## src/rtl/ser_sched_pkg.sv

```systemverilog
// ser_sched_pkg: shared types and sizing helpers for the serial output scheduler.
//   state_e      - scheduler FSM states (IDLE, LOAD, SHIFT)
//   DEF_WORD_W   - default word width, equal to the serializer shift register
//   GAP_CYC_MAX  - largest supported idle gap between frames, in bit-times
//   cnt_width()  - SHIFT counter width for a given word width and gap
//   idx_width()  - queue index width for a given queue count
package ser_sched_pkg;

  typedef enum logic [1:0] {
    IDLE  = 2'd0,
    LOAD  = 2'd1,
    SHIFT = 2'd2
  } state_e;

  localparam int DEF_WORD_W  = 64;
  localparam int GAP_CYC_MAX = 15;

  // The counter never exceeds WORD_W-2+GAP_CYC, so clog2 of the frame period suffices.
  function automatic int cnt_width(input int word_w, input int gap_cyc);
    return $clog2(word_w + gap_cyc);
  endfunction

  function automatic int idx_width(input int num_q);
    return (num_q > 1) ? $clog2(num_q) : 1;
  endfunction

endpackage

```

## src/rtl/ser_out_scheduler_rr_arbiter.sv

```systemverilog
// rr_arbiter: combinational round-robin pick among NUM_Q requesters.
//   req_i   [NUM_Q]  request vector
//   ptr_i   [IDX_W]  highest-priority index; priority rises from here with wrap
//   grant_o [NUM_Q]  one-hot winner (all zero when nothing requests)
//   idx_o   [IDX_W]  binary index of the winner (0 when nothing requests)
module rr_arbiter
  import ser_sched_pkg::*;
#(
  parameter int NUM_Q = 4,
  parameter int IDX_W = 2
) (
  input  logic [NUM_Q-1:0] req_i,
  input  logic [IDX_W-1:0] ptr_i,
  output logic [NUM_Q-1:0] grant_o,
  output logic [IDX_W-1:0] idx_o
);

  // Scan NUM_Q positions starting at the pointer; the first requester wins.
  always_comb begin
    int   pos;
    int   raw;
    logic found;
    logic hit;
    grant_o = '0;
    idx_o   = '0;
    found   = 1'b0;
    pos     = 0;
    raw     = 0;
    hit     = 1'b0;
    for (int i = 0; i < NUM_Q; i++) begin
      raw          = int'(ptr_i) + i;
      pos          = (raw >= NUM_Q) ? (raw - NUM_Q) : raw;
      hit          = !found && req_i[pos];
      grant_o[pos] = grant_o[pos] | hit;
      idx_o        = hit ? IDX_W'(pos) : idx_o;
      found        = found | hit;
    end
  end

endmodule

```

## src/rtl/ser_out_scheduler.sv

```systemverilog
// ser_out_scheduler: shares one WORD_W-bit serial output path among NUM_Q queues.
// Picks a requester round-robin, pops it with a one-cycle grant, hands its word
// to the serializer with a one-cycle valid pulse, then waits out the frame.
//   clk_div_4        sole clock (rising edge)
//   reset            synchronous active-high reset
//   req [NUM_Q]      level requests, bit k = queue k has a head word
//   data_in          head words, queue k at [k*WORD_W +: WORD_W]
//   grant [NUM_Q]    one-hot pop strobe, high only in LOAD
//   data_out         word to serializer, held until the next LOAD
//   valid_data_out   one-cycle serializer load pulse, high only in LOAD
//   busy             high in LOAD and SHIFT
//   cur_q            index of the queue last granted
//   frames_sent      number of words issued, wraps at 16 bits
module ser_out_scheduler
  import ser_sched_pkg::*;
#(
  parameter int NUM_Q   = 4,
  parameter int WORD_W  = DEF_WORD_W,
  parameter int GAP_CYC = 0
) (
  input  logic                      clk_div_4,
  input  logic                      reset,
  input  logic [NUM_Q-1:0]          req,
  input  logic [NUM_Q*WORD_W-1:0]   data_in,
  output logic [NUM_Q-1:0]          grant,
  output logic [WORD_W-1:0]         data_out,
  output logic                      valid_data_out,
  output logic                      busy,
  output logic [$clog2(NUM_Q)-1:0]  cur_q,
  output logic [15:0]               frames_sent
);

  localparam int IDX_W = idx_width(NUM_Q);
  localparam int CNT_W = cnt_width(WORD_W, GAP_CYC);
  // SHIFT lasts WORD_W-1+GAP_CYC cycles, so the next LOAD lands one frame period later.
  localparam logic [CNT_W-1:0] LAST_CNT = CNT_W'(WORD_W - 2 + GAP_CYC);

  state_e             state_q;
  logic [CNT_W-1:0]   cnt_q;
  logic [IDX_W-1:0]   rr_ptr_q;
  logic [NUM_Q-1:0]   grant_q;
  logic [WORD_W-1:0]  data_q;
  logic               valid_q;
  logic               busy_q;
  logic [IDX_W-1:0]   cur_q_q;
  logic [15:0]        frames_q;

  logic [NUM_Q-1:0]   arb_grant;
  logic [IDX_W-1:0]   arb_idx;
  logic [WORD_W-1:0]  arb_word;
  logic               decide;
  logic               issue;

  rr_arbiter #(
    .NUM_Q (NUM_Q),
    .IDX_W (IDX_W)
  ) u_arb (
    .req_i   (req),
    .ptr_i   (rr_ptr_q),
    .grant_o (arb_grant),
    .idx_o   (arb_idx)
  );

  assign arb_word = data_in[int'(arb_idx)*WORD_W +: WORD_W];

  // req is only looked at in a decision cycle: any IDLE cycle or the last SHIFT cycle.
  always_comb begin
    decide = (state_q == IDLE) || ((state_q == SHIFT) && (cnt_q == LAST_CNT));
    issue  = decide && (|req);
  end

  // Scheduler FSM with all outputs registered; LOAD outputs are set on entry.
  always_ff @(posedge clk_div_4) begin
    if (reset) begin
      state_q  <= IDLE;
      cnt_q    <= '0;
      rr_ptr_q <= '0;
      grant_q  <= '0;
      data_q   <= '0;
      valid_q  <= 1'b0;
      busy_q   <= 1'b0;
      cur_q_q  <= '0;
      frames_q <= 16'd0;
    end else begin
      grant_q <= '0;
      valid_q <= 1'b0;
      if (issue) begin
        grant_q  <= arb_grant;
        valid_q  <= 1'b1;
        data_q   <= arb_word;
        cur_q_q  <= arb_idx;
        frames_q <= frames_q + 16'd1;
        rr_ptr_q <= (arb_idx == IDX_W'(NUM_Q - 1)) ? '0 : (arb_idx + IDX_W'(1));
      end
      case (state_q)
        IDLE: begin
          cnt_q   <= '0;
          state_q <= issue ? LOAD : IDLE;
          busy_q  <= issue;
        end
        LOAD: begin
          cnt_q   <= '0;
          state_q <= SHIFT;
          busy_q  <= 1'b1;
        end
        SHIFT: begin
          if (cnt_q == LAST_CNT) begin
            cnt_q   <= '0;
            state_q <= issue ? LOAD : IDLE;
            busy_q  <= issue;
          end else begin
            cnt_q   <= cnt_q + CNT_W'(1);
            state_q <= SHIFT;
            busy_q  <= 1'b1;
          end
        end
        default: begin
          cnt_q   <= '0;
          state_q <= IDLE;
          busy_q  <= 1'b0;
        end
      endcase
    end
  end

  assign grant          = grant_q;
  assign data_out       = data_q;
  assign valid_data_out = valid_q;
  assign busy           = busy_q;
  assign cur_q          = cur_q_q;
  assign frames_sent    = frames_q;

endmodule

```

## config.mk

```make
export PLATFORM = sky130hd
export DESIGN_NAME = ser_out_scheduler
export DESIGN_NICKNAME = d
export VERILOG_FILES = /design/src/rtl/ser_sched_pkg.sv /design/src/rtl/ser_out_scheduler_rr_arbiter.sv /design/src/rtl/ser_out_scheduler.sv
export SDC_FILE = /design/constraint.sdc
export NUM_CORES = 1
export LEC_CHECK = 0
export CAP_MARGIN = 20
export CORE_AREA = 2 2 137 139
export DETAILED_ROUTE_END_ITERATION = 8
export DIE_AREA = 0 0 139 141
export MAX_ROUTING_LAYER = met4
export PLACE_DENSITY = 0.69
export SLEW_MARGIN = 20
export SYNTH_ARGS = -nofsm -noshare
export SYNTH_HDL_FRONTEND = slang
export SYNTH_SLANG_ARGS = --single-unit
export TNS_END_PERCENT = 10
```

## constraint.sdc

```tcl
create_clock -name clk_div_4 -period 3.95 [get_ports clk_div_4]
set_clock_uncertainty 0.1 [all_clocks]
set_input_delay 1.185 -clock clk_div_4 [delete_from_list [all_inputs] [get_ports clk_div_4]]
set_output_delay 1.185 -clock clk_div_4 [all_outputs]
set_load 0.03 [all_outputs]
```

## Word level (Yosys, flattened, before mapping)

Index checks and enable logic that the tools add are counted.

| word-level totals | value |
|---|---|
| register bits after elaboration | 98 |
| bits in latches | 0 |
| memory bits (writable) | 0 |
| bits in read-only memories | 0 |
| word-level logic and storage cells | 112 |
| memories kept | 0 |

| cells by class | value |
|---|---|
| $add $sub $neg | 10 |
| $mul | 0 |
| div/mod/pow operators | 0 |
| order comparisons | 12 |
| eq/ne operators | 4 |
| shifts and indexed selects | 1 |
| muxes and demuxes | 50 |
| bitwise logic cells | 9 |
| reductions and logical operators | 17 |

Operator list:

| operator | number |
|---|---|
| indexed part select 256 x 9 -> 64 bit | 1 |
| >= comparator 32 x 1 -> 1 bit, second input constant | 4 |
| < comparator 32 x 4 -> 1 bit, second input constant | 4 |
| two-way mux 32 bit | 4 |
| >= comparator 32 x 4 -> 1 bit, second input constant | 3 |
| subtractor 32 x 4 -> 32 bit, second input constant | 3 |
| two-way mux 1 bit | 23 |
| adder 16 x 1 -> 16 bit, second input constant | 1 |
| binary-select mux 1 bit (select 2 bit) | 8 |
| bitwise mux 4 bit | 3 |
| two-way mux 2 bit | 6 |
| logical AND 1 bit | 9 |
| demux 1 bit (select 2 bit) | 4 |
| adder 2 x 2 -> 3 bit, second input constant | 2 |
| adder 6 x 1 -> 6 bit, second input constant | 1 |
| == test 6 bit, second input constant | 1 |
| bitwise OR 1 bit | 6 |
| case mux 2 bit (3 select lines) | 1 |
| AND 4 bit | 1 |
| == test 2 bit, second input constant | 2 |
| OR reduction 4 bit | 1 |
| subtractor 2 x 3 -> 4 bit, second input constant | 1 |
| adder 2 x 1 -> 3 bit, second input constant | 1 |
| >= comparator 2 x 3 -> 1 bit, second input constant | 1 |
| other kinds (9) | 12 |

## Logic depth before layout (Yosys ltp)

Gate-level depths: netlist of run 1.

| depth | value |
|---|---|
| depth in word-level cells | 22 |
| mapped depth | 16 |

## By module

A second synthesis of run 1 with hierarchy kept.

| unflattened totals | value |
|---|---|
| cells, all modules | 617 |
| area, all modules | 6,083.3 um^2 |

Modules (own cells, without submodules):

| module | times used | cells each | area an instance (um^2) | sequential area each (um^2) |
|---|---|---|---|---|
| ser_out_scheduler | 1 | 534 | 5,418.9 | 1,961.9 |
| rr_arbiter | 1 | 83 | 664.4 | 0.0 |

## Worst setup path after synthesis of run 1

OpenSTA, ideal clock, no wires.

| path | value |
|---|---|
| path type | flip-flop to flip-flop |
| from | register rr_ptr_q[0] |
| to | register grant_q[0], in the netlist grant[0] |
| setup time | 0.117 ns |
| arrival | 3.280 ns |
| required time | 3.733 ns |
| path slack | 0.453 ns |
| cell stages (with the launch flop) | 13 |
| cells stage by stage | dfxtp_1 buf_4 clkbuf_1 inv_1 ha_1 clkbuf_1 mux4_2 mux2_4 a221oi_1 mux2_1 o21bai_1 a211o_1 a22o_1 |

| between the ends | value |
|---|---|
| word-level cells in the longest chain between the ends | 22 |
| elaborated cells on any way between the ends | 75 |

RTL lines:

| item | line | RTL |
|---|---|---|
| from (decl) | ser_out_scheduler.sv:40 | `logic [IDX_W-1:0] rr_ptr_q;` |
| from (signal assigned) | ser_out_scheduler.sv:93 | `rr_ptr_q <= (arb_idx == IDX_W'(NUM_Q - 1)) ? '0 : (arb_idx + IDX_W'(1));` |
| branches (longest 21 deep; another with subtractor 32 x 4 -> 32 bit) | n/a |  |
| bitwise mux 4 bit * | ser_out_scheduler_rr_arbiter.sv:34 | `grant_o[pos] = grant_o[pos] \| hit;` |
| to (signal assigned) | ser_out_scheduler.sv:88 | `grant_q <= arb_grant;` |
| to (decl) | ser_out_scheduler.sv:41 | `logic [NUM_Q-1:0] grant_q;` |

Every way passes the cells marked *. The select of a mux whose other input is x is not followed.
A chain may end at the register's enable or synchronous reset.

## Worst setup path in the final report of run 1

| path | value |
|---|---|
| from | input req[3] |
| to | register grant_q[0], in the netlist grant[0] |

| between the ends | value |
|---|---|
| word-level cells in the longest chain between the ends | 20 |
| elaborated cells on any way between the ends | 41 |

RTL lines:

| item | line | RTL |
|---|---|---|
| from (decl) | ser_out_scheduler.sv:23 | `input logic [NUM_Q-1:0] req,` |
| binary-select mux 1 bit (select 2 bit) | ser_out_scheduler_rr_arbiter.sv:33 | `hit = !found && req_i[pos];` |
| two-way mux 1 bit (implied by the code) (2 in a row) | ser_out_scheduler_rr_arbiter.sv:33 |  |
| bitwise OR 1 bit | ser_out_scheduler_rr_arbiter.sv:34 |  |
| AND 4 bit (no line) | n/a |  |
| binary-select mux 1 bit (select 2 bit) | ser_out_scheduler_rr_arbiter.sv:34 |  |
| two-way mux 1 bit (implied by the code) (2 in a row) | ser_out_scheduler_rr_arbiter.sv:34 |  |
| bitwise OR 1 bit | ser_out_scheduler_rr_arbiter.sv:34 |  |
| bitwise mux 4 bit | ser_out_scheduler_rr_arbiter.sv:34 |  |
| binary-select mux 1 bit (select 2 bit) | ser_out_scheduler_rr_arbiter.sv:34 |  |
| two-way mux 1 bit (implied by the code) (2 in a row) | ser_out_scheduler_rr_arbiter.sv:34 |  |
| bitwise OR 1 bit | ser_out_scheduler_rr_arbiter.sv:34 |  |
| bitwise mux 4 bit | ser_out_scheduler_rr_arbiter.sv:34 |  |
| binary-select mux 1 bit (select 2 bit) | ser_out_scheduler_rr_arbiter.sv:34 |  |
| two-way mux 1 bit (implied by the code) (2 in a row) | ser_out_scheduler_rr_arbiter.sv:34 |  |
| bitwise OR 1 bit | ser_out_scheduler_rr_arbiter.sv:34 |  |
| bitwise mux 4 bit | ser_out_scheduler_rr_arbiter.sv:34 |  |

Parallel ways exist; a longest one is shown, timed or not. The select of a mux whose other input is x is not followed.

==> run summary, run 1 <==
Period Utilization, post-route: 92.9%
CP startpoint kind: input port
worst slew pin tran: 0.632 ns
Initial Util: 30.3%
number of global-route vias before repair: 5,947
Rows: 50
status: completed
commonest non-fill, non-tap cell in the layout: clkdlybuf4s50_1
Top FF cell, synth: dfxtp_1
Bufs on Longest Clock Path: 2
Worst Path Buf+Inv: 2
PwrDens: 686 nW/um^2
vias per inst: 5.05
Avg Inst Size Synth: 8.49 um^2
min-delay worst type: register to register
Hold-fix buffers, CTS: 0
peak supply drop: 0.472 mV
number of synthesized flops with an enable pin: 0
RSZ-0062 raised after global routing: false
Residual DRC: 0
core region area: 18,300 um^2
post-synthesis sequential area ratio: 35.4%
clock net sink count: 98
CP Cell Sequence: clkdlybuf4s50_1 -> mux4_2 -> mux2_4 -> buf_4 -> a211oi_1 -> a221oi_1 -> a211o_1 -> a22o_1
Fin Hold WS: 0.362 ns
Crit path largest cell delay: 0.57 ns
Synth top area share: 35.4%
grt total ovfl: 0
relative max-transition margin: 57.6%
routability cong.: 0.892
Leak: 0.00422 uW
critical path class: input port to register
endpoints failing hold: 0
first-pass GRT wire length: 32.0 mm
initial DRC count: 444
routed vias: 6,228
post-synth top area cell: dfxtp_1
gr usage total: 21.3%
final instance area: 9790 um^2
Clock Latency Late Sink: 0.36 ns
Resize count post-CTS: 0
Ys Warns: 0
total CTS buffers: 9
largest net degree at the start of global routing: 49
fill count: 1,661
final WL: 21.0 mm
synthesis-stage register bit count: 98
antenna violations before repair: 0
final-report setup violation count: 0
ratio of cells with drive above 1 in the final layout: 6.51%
critical path endpoint category: register
Clock transition at path regs: 0.07 ns
final net count: 1,264
router iterations before antenna repair: 5
synthesized cell area: 5540 um^2
max cap viols: 0
synthesized instance count: 653
CTS H-tree lvls: 3
Die Y: 141 um
post-layout minimum cycle time: 3.67 ns
Crit path required time: 4.09 ns
CTS tree: yes
die width: 139 um
area growth from synthesis to layout: 76.6%
Fmax: 0.273 GHz
HPWL Detailed: 16.0 mm
count of input and output buffers: 349
Die Area: 19,600 um^2
crit path max-delay cell type: mux4_2
CP max FO: 6
IO Pins: 350
synth unique cells: 49
post-synth net total: 923
main area contributors after synthesis: dfxtp_1 35%, mux2i_1 16%, nand2_1 10%
Routed Antenna Nets: 0
Setup Fix Bufs, Post-CTS: 0
root buffer cell: clkbuf_16
Critical Path AT: 3.81 ns
Diodes inserted: 0
CP delay by family, top: compound AO/OA/AOI/OAI gates
Placed Area: 9500 um^2
most frequent cells in the layout: 349 x clkdlybuf4s50_1, 145 x nand2_1, 98 x dfxtp_1
Post-synth ARST share: 0%
Final Slew Violations: 0
drt wl/cell: 17.0 um
## per-stage QoR
step	utilization, %	setup slack, ns	TNS (ns)	total power, uW	cells
floorplan	-	0.453	0	4170	653
global placement	52.0	0.0494	0	5830	1217
detailed placement	52.0	-0.0357	-0.0439	5870	1217
CTS	53.6	0.334	0	6780	1233
global route	53.6	0.141	0	7150	1233
finish	53.6	0.281	0	6710	1233
## synthesized netlist by cell type (all sizes together) (5+ instances only)
cell	number
a21oi	53
mux2i	89
ha	8
clkbuf	34
nor2b	5
buf	18
nand3	7
o21ai	7
inv	12
nor2	34
xor2	10
dfxtp	98
o221ai	41
xnor2	6
nand2	147
a211o	24
mux4	5
## flip-flops by register name, summed over array words and instances, names as in the netlist
name / cells
data_out: 64
frames_sent: 16
cnt_q: 6
grant: 4
cur_q: 2
rr_ptr_q: 2
state_q: 2
busy: 1
valid_data_out: 1
## final cells by class
class                           count  area [um^2]  area share, %
Sequential cell                    98         1960           20.0
Inverter                           12         45.0          0.460
Clock inverter                      7         67.6          0.690
Clock buffer                        9          225           2.30
Timing Repair Buffer              382         3870           39.5
Multi-Input combinational cell    491         3330           34.0
Tap cell                          234          293           2.99
## cell families (layout without fill, tap and decap cells)
logic type / count (synthesis) / count (layout) / share of synthesized area [%]
multiplexers: 97 / 97 / 18.8
XOR/XNOR: 16 / 16 / 2.53
flip-flops: 98 / 98 / 35.4
buffers and inverters: 64 / 410 / 5.13
AO/OA/AOI/OAI: 152 / 152 / 19.7
adder cells (fa/ha/maj): 8 / 8 / 1.81
AND/OR/NAND/NOR: 218 / 218 / 16.6
## power by group
group,switching (uW),leakage (uW),internal [uW],total (uW)
Clock,444,0.000143,448,893
Combinational,2320,0.00327,2020,4350
Sequential,174,0.000805,1300,1480
Total,2940,0.00422,3770,6710
## worst paths after layout
| path | startpoint | endpoint | slack, ns | depth (start not counted) |
|---|---|---|---|---|
| setup reg to reg | rr_ptr_q[1] | grant[0] | 0.49 | 9 |
| setup / recovery | req[3] | grant[0] | 0.28 | 8 |
| hold reg to reg | data_out[60] | data_out[60] | 0.36 | 1 |
| hold / removal | data_out[60] | data_out[60] | 0.36 | 1 |
## per-layer routing
metal | wire length, um | vias to the layer above | GRT usage (%)
met1 | 8670 | 2849 | 25.1
li1 | - | 3036 | -
met2 | 10200 | 301 | 35.6
met3 | 1360 | 42 | 3.70
met5 | 0 | - | -
met4 | 754 | 0 | 9.73
(Power assumes the default switching activity.)
==> inputs of run 2 (changes only) <==
--- a/config.mk
+++ b/config.mk
@@ -9,8 +9,8 @@
 export CORE_AREA = 2 2 137 139
 export DETAILED_ROUTE_END_ITERATION = 8
 export DIE_AREA = 0 0 139 141
+export DONT_BUFFER_PORTS = 1
 export MAX_ROUTING_LAYER = met4
-export PLACE_DENSITY = 0.69
 export SLEW_MARGIN = 20
 export SYNTH_ARGS = -nofsm -noshare
 export SYNTH_HDL_FRONTEND = slang
==> run summary, run 2 (synthesized netlist as in run 1, its figures left out) <==
status: completed (unchanged)
worst slew pin tran: 0.802 ns (was 0.632 ns)
CP delay by family, top: buffers and inverters (was compound AO/OA/AOI/OAI gates)
gr usage total: 16.3% (was 21.3%)
sequential power share: 37.2% (was 22.0%)
fill count: 1,915 (was 1,661)
GR Layer Usage met2: 26.6% (was 35.6%)
Non-Filler Instances: 866 (was 1,233)
hold path startpoint: cnt_q[0] (was data_out[60])
CP most frequent cell: buf_12
clock net sink count: 98 (unchanged)
final net count: 897 (was 1,264)
max cap viols: 0 (unchanged)
Hold-fix buffers, CTS: 0 (unchanged)
routability cong.: 0.842 (was 0.892)
router iterations before antenna repair: 7 (was 5)
Resize count post-CTS: 0 (unchanged)
Residual DRC: 0 (unchanged)
clock power share: 17.1% (was 13.3%)
Reg2Reg Capture Point: data_out[0] (was grant[0])
first-pass GRT wire length: 24.5 mm (was 32.0 mm)
internal power: 3040 uW (was 3770 uW)
Crit path largest cell delay: 0.56 ns (was 0.57 ns)
Final TNS setup: 0 ns (unchanged)
Psw: 2690 uW (was 2940 uW)
Clock Latency Late Sink: 0.35 ns (was 0.36 ns)
Placed Area: 5810 um^2 (was 9500 um^2)
largest net degree at the start of global routing: 50 (was 49)
Rows: 50 (unchanged)
CP Cell Sequence: inv_1 -> ha_1 -> mux4_2 -> nor4b_2 -> o21ai_0 -> o21ai_4 -> buf_12 -> buf_12 -> mux2i_1 -> o221ai_1 (was clkdlybuf4s50_1 -> mux4_2 -> mux2_4 -> buf_4 -> a211oi_1 -> a221oi_1 -> a211o_1 -> a22o_1)
crit path max-delay cell type: dfxtp_1 (was mux4_2)
R2R setup slack: 0.62 ns (was 0.49 ns)
Die Area: 19,600 um^2 (unchanged)
Worst Path Buf+Inv: 3 (was 2)
Setup Fix Bufs, Post-CTS: 0 (unchanged)
Worst Hold Path Cells: 1 (unchanged)
Crit path required time: 4.07 ns (was 4.09 ns)
number of global-route vias before repair: 4,465 (was 5,947)
total CTS buffers: 9 (unchanged)
commonest non-fill, non-tap cell in the layout: nand2_1 (was clkdlybuf4s50_1)
antenna violations before repair: 0 (unchanged)
Critical Path AT: 3.44 ns (was 3.81 ns)
number of flip-flops under the largest register name: 64 (unchanged)
IO Pins: 350 (unchanged)
CP startpoint kind: register (was input port)
RSZ-0062 raised after global routing: false (unchanged)
Comb power frac: 45.7% (was 64.7%)
critical path class: register to register (was input port to register)
routed vias: 4,827 (was 6,228)
Clock transition at path regs: 0.07 ns (about the same)
HPWL Detailed: 12.3 mm (was 16.0 mm)
final-report setup violation count: 0 (unchanged)
PwrDens: 932 nW/um^2 (was 686 nW/um^2)
Routed Antenna Nets: 0 (unchanged)
endpoints failing hold: 0 (unchanged)
Die Y: 141 um (unchanged)
area growth from synthesis to layout: 10.9% (was 76.6%)
CP max FO: 37 (was 6)
switch share: 47.0% (was 43.8%)
root buffer cell: clkbuf_16 (unchanged)
count of input and output buffers: 0 (was 349)
hold path endpoint: cnt_q[0] (was data_out[60])
Diodes inserted: 0 (unchanged)
initial DRC count: 280 (was 444)
core region area: 18,300 um^2 (unchanged)
CTS H-tree lvls: 3 (unchanged)
peak supply drop: 0.472 mV (about the same)
Fmax: 0.301 GHz (was 0.273 GHz)
GR peak layer: met2 (unchanged)
Initial Util: 30.3% (unchanged)
Global Route met1 Usage: 19.3% (was 25.1%)
final instance area: 6140 um^2 (was 9790 um^2)
critical path endpoint category: register (unchanged)
CTS tree: yes (unchanged)
Final Slew Violations: 0 (unchanged)
grt total ovfl: 0 (unchanged)
die width: 139 um (unchanged)
drt wl/cell: 19.0 um (was 17.0 um)
Bufs on Longest Clock Path: 2 (unchanged)
Worst Reg-to-Reg Cells: 10 (was 9)
Placed Cells: 850 (was 1,217)
met3 Track Usage GR: 4.52% (was 3.70%)
RR Startpoint: rr_ptr_q[0] (was rr_ptr_q[1])
ratio of cells with drive above 1 in the final layout: 7.12% (was 6.51%)
post-layout minimum cycle time: 3.33 ns (was 3.67 ns)
vias per inst: 5.57 (was 5.05)
relative max-transition margin: 46.0% (was 57.6%)
most frequent cells in the layout: 146 x nand2_1, 98 x dfxtp_1, 89 x mux2i_1 (was 349 x clkdlybuf4s50_1, 145 x nand2_1, 98 x dfxtp_1)
final WL: 16.4 mm (was 21.0 mm)
Leak: 0.00280 uW (was 0.00422 uW)
min-delay worst type: register to register (unchanged)
Period Utilization, post-route: 84.2% (was 92.9%)
-- run 2: area by class of cell --
type | instances | area [um^2] | area share [%]
clock buffers | 11 | 243 | 3.95
clock inverters | 5 | 86.3 | 1.41
inverters | 12 | 45.0 | 0.733
multi-input cells | 491 | 3330 | 54.2
flip-flops and latches | 98 | 1960 | 31.9
well taps | 234 | 293 | 4.77
repair buffers | 15 | 188 | 3.05
-- run 2: worst max path at each step --
stage / startpoint / endpoint / slack (ns) / cells past startpoint
floorplan: rr_ptr_q[0] / grant[0] / 0.45 / 12
global placement: req[3] / data_out[28] / 0.30 / 8
detailed placement: req[3] / data_out[47] / 0.28 / 8
CTS: rr_ptr_q[0] / data_out[50] / 0.59 / 10
global route: rr_ptr_q[0] / data_out[51] / 0.38 / 10
finish: rr_ptr_q[0] / data_out[0] / 0.62 / 10
-- run 2: power by group through the flow --
stage	Clock, uW	Combinational (uW)	Sequential [uW]
after detailed placement	0	2620	2150
after CTS	1020	2620	2130
after global routing	1050	2870	2160
after floorplan	0	2130	2050
after global placement	0	2600	2160
final	981	2620	2130
-- run 2: per-stage QoR --
stage                     hold slack (ns)  setup WS [ns]  util (%)  power, uW
after floorplan                     0.341          0.453         -       4170
after global placement              0.362          0.304      31.8       4750
after detailed placement            0.372          0.275      31.8       4770
after CTS                           0.389          0.595      33.6       5780
after global routing                0.415          0.377      33.6       6090
final                               0.382          0.625      33.6       5730
-- run 2: worst register-to-register path: stages, from the launching register on --
cell and delay [ns]:
dfxtp_1 0.56, inv_1 0.18, ha_1 0.35, mux4_2 0.36, nor4b_2 0.35, o21ai_0 0.21
o21ai_4 0.12, buf_12 0.27, buf_12 0.30, mux2i_1 0.26, o221ai_1 0.14
-- run 2: routing by layer --
layer / up-vias / routed length (um) / share of wire (%)
met2: 271 / 8020 / 49
met1: 2230 / 6600 / 40
met4: 0 / 429 / 2.6
li1: 2303 / - / -
met3: 23 / 1390 / 8.5
met5: - / 0 / 0
==> inputs of run 3 (changes only) <==
==> constraint.sdc (replaced) <==
create_clock -name clk_div_4 -period 3.4 [get_ports clk_div_4]
set_clock_uncertainty 0.1 [all_clocks]
set_input_delay 1.02 -clock clk_div_4 [delete_from_list [all_inputs] [get_ports clk_div_4]]
set_output_delay 1.02 -clock clk_div_4 [all_outputs]
set_load 0.03 [all_outputs]
==> run summary, run 3 (synthesized netlist as in run 1, its figures left out) <==
grt total ovfl: 0 (unchanged)
CP delay by family, top: multiplexers (was buffers and inverters)
Reg2Reg Capture Point: data_out[47] (was data_out[0])
critical path endpoint category: register (unchanged)
RSZ-0062 raised after global routing: false (unchanged)
vias per inst: 5.46 (was 5.57)
worst slew pin tran: 0.512 ns (was 0.802 ns)
Resize count post-CTS: 0 (unchanged)
min-delay worst type: register to register (unchanged)
Crit path largest cell delay: 0.42 ns (was 0.56 ns)
Clock Latency Late Sink: 0.35 ns (about the same)
clock net sink count: 98 (unchanged)
Final Slew Violations: 0 (unchanged)
area of the multi-input gates: 3330 um^2 (unchanged)
area growth from synthesis to layout: 12.1% (was 10.9%)
core region area: 18,300 um^2 (unchanged)
largest net degree at the start of global routing: 49 (was 50)
die width: 139 um (unchanged)
hold path endpoint: cnt_q[0] (unchanged)
Initial Util: 30.3% (unchanged)
IO Pins: 350 (unchanged)
Crit path required time: 3.52 ns (was 4.07 ns)
number of global-route vias before repair: 4,367 (was 4,465)
Final TNS setup: 0 ns (unchanged)
final net count: 909 (was 897)
Leak: 0.00285 uW (was 0.00280 uW)
count of input and output buffers: 0 (unchanged)
hold path startpoint: cnt_q[0] (unchanged)
Die Y: 141 um (unchanged)
router iterations before antenna repair: 5 (was 7)
final-report setup violation count: 0 (unchanged)
Hold-fix buffers, CTS: 0 (unchanged)
final WL: 16.8 mm (was 16.4 mm)
CTS tree: yes (unchanged)
CP max FO: 10 (was 37)
drt wl/cell: 19.1 um (was 19.0 um)
CP startpoint kind: register (unchanged)
root buffer cell: clkbuf_16 (unchanged)
endpoints failing hold: 0 (unchanged)
total CTS buffers: 9 (unchanged)
pre-CTS setup slack: -0.0300 ns (was 0.275 ns)
critical path class: register to register (unchanged)
Routed Antenna Nets: 0 (unchanged)
CTS H-tree lvls: 3 (unchanged)
ratio of cells with drive above 1 in the final layout: 9.01% (was 7.12%)
R2R setup slack: 0.27 ns (was 0.62 ns)
Bufs on Longest Clock Path: 2 (unchanged)
Worst Hold Path Cells: 1 (unchanged)
Rows: 50 (unchanged)
Worst Path Buf+Inv: 2 (was 3)
fill count: 1,869 (was 1,915)
Fmax: 0.320 GHz (was 0.301 GHz)
CP Cell Sequence: inv_1 -> ha_1 -> mux4_2 -> nor4b_2 -> o21ai_0 -> o21ai_4 -> buf_4 -> mux2i_1 -> o221ai_1 (was inv_1 -> ha_1 -> mux4_2 -> nor4b_2 -> o21ai_0 -> o21ai_4 -> buf_12 -> buf_12 -> mux2i_1 -> o221ai_1)
peak supply drop: 0.481 mV (was 0.472 mV)
first-pass GRT wire length: 24.7 mm (was 24.5 mm)
Placed Cells: 862 (was 850)
commonest non-fill, non-tap cell in the layout: nand2_1 (unchanged)
RR Startpoint: rr_ptr_q[0] (unchanged)
crit path max-delay cell type: ha_1 (was dfxtp_1)
routability cong.: 0.841 (was 0.842)
Non-Filler Instances: 879 (was 866)
Fin Hold WS: 0.379 ns (was 0.382 ns)
Residual DRC: 0 (unchanged)
Die Area: 19,600 um^2 (unchanged)
status: completed (unchanged)
PwrDens: 1080 nW/um^2 (was 932 nW/um^2)
max cap viols: 0 (unchanged)
register area: 1960 um^2 (unchanged)
Critical Path AT: 3.24 ns (was 3.44 ns)
Power, Total: 6730 uW (was 5730 uW)
routed vias: 4,796 (was 4,827)
Clock transition at path regs: 0.08 ns (was 0.07 ns)
HPWL Detailed: 12.8 mm (was 12.3 mm)
gr usage total: 16.5% (was 16.3%)
antenna violations before repair: 0 (unchanged)
initial DRC count: 275 (was 280)
relative max-transition margin: 65.8% (was 46.0%)
most frequent cells in the layout: 146 x nand2_1, 98 x dfxtp_1, 89 x mux2i_1 (unchanged)
Period Utilization, post-route: 92.0% (was 84.2%)
post-layout minimum cycle time: 3.13 ns (was 3.33 ns)
final setup margin: 0.272 ns (was 0.625 ns)
number of flip-flops under the largest register name: 64 (unchanged)
Worst Reg-to-Reg Cells: 9 (was 10)
Setup Fix Bufs, Post-CTS: 0 (unchanged)
-- run 3: worst max path at each step --
stage,from,end,slack [ns],depth (start not counted)
CTS,rr_ptr_q[0],data_out[47],0.30,9
global placement,req[3],data_out[47],-0.02,7
floorplan,rr_ptr_q[0],grant[0],0.05,12
detailed placement,req[3],data_out[47],-0.03,7
finish,rr_ptr_q[0],data_out[47],0.27,9
global route,rr_ptr_q[0],data_out[47],0.13,9
-- run 3: cell type report --
cell class / count / area share, %
Antenna cell: 1 / 0.0403
Clock buffer: 9 / 3.63
Clock inverter: 7 / 1.49
Inverter: 12 / 0.725
Multi-Input combinational cell: 491 / 53.6
Sequential cell: 98 / 31.6
Tap cell: 234 / 4.71
Timing Repair Buffer: 27 / 4.27
-- run 3: worst reg2reg max path: cells and delay by family (launching register included) --
family | cells | cell delay [ns]
simple gates | 1 | 0.31
fa+ha+maj | 1 | 0.42
mux | 2 | 0.78
compound gates | 3 | 0.62
flops | 1 | 0.33
buf+inv | 2 | 0.44
-- run 3: through the flow --
| step | utilization, % | cell area [um^2] |
|---|---|---|
| 3_5_place_dp | 32.3 | 5890 |
| 3_3_place_gp | 32.3 | 5890 |
| 4_1_cts | 34.0 | 6210 |
| 2_1_floorplan | - | 5540 |
| 5_1_grt | 34.0 | 6210 |
| 6_report | 34.0 | 6210 |
-- run 3: report_power, final --
part / switching [uW] / leakage [uW] / internal, uW
registers: 950 / 0.000805 / 1510
logic: 1760 / 0.00189 / 1400
clock network: 506 / 0.000156 / 594
-- run 3: routing by layer --
layer / global-route usage, % / vias up / share of wire (%)
li1: - / 2325 / -
met5: - / - / 0
met2: 27.1 / 249 / 49
met1: 19.8 / 2203 / 41
met4: 5.95 / 0 / 2.2
met3: 4.14 / 19 / 7.8
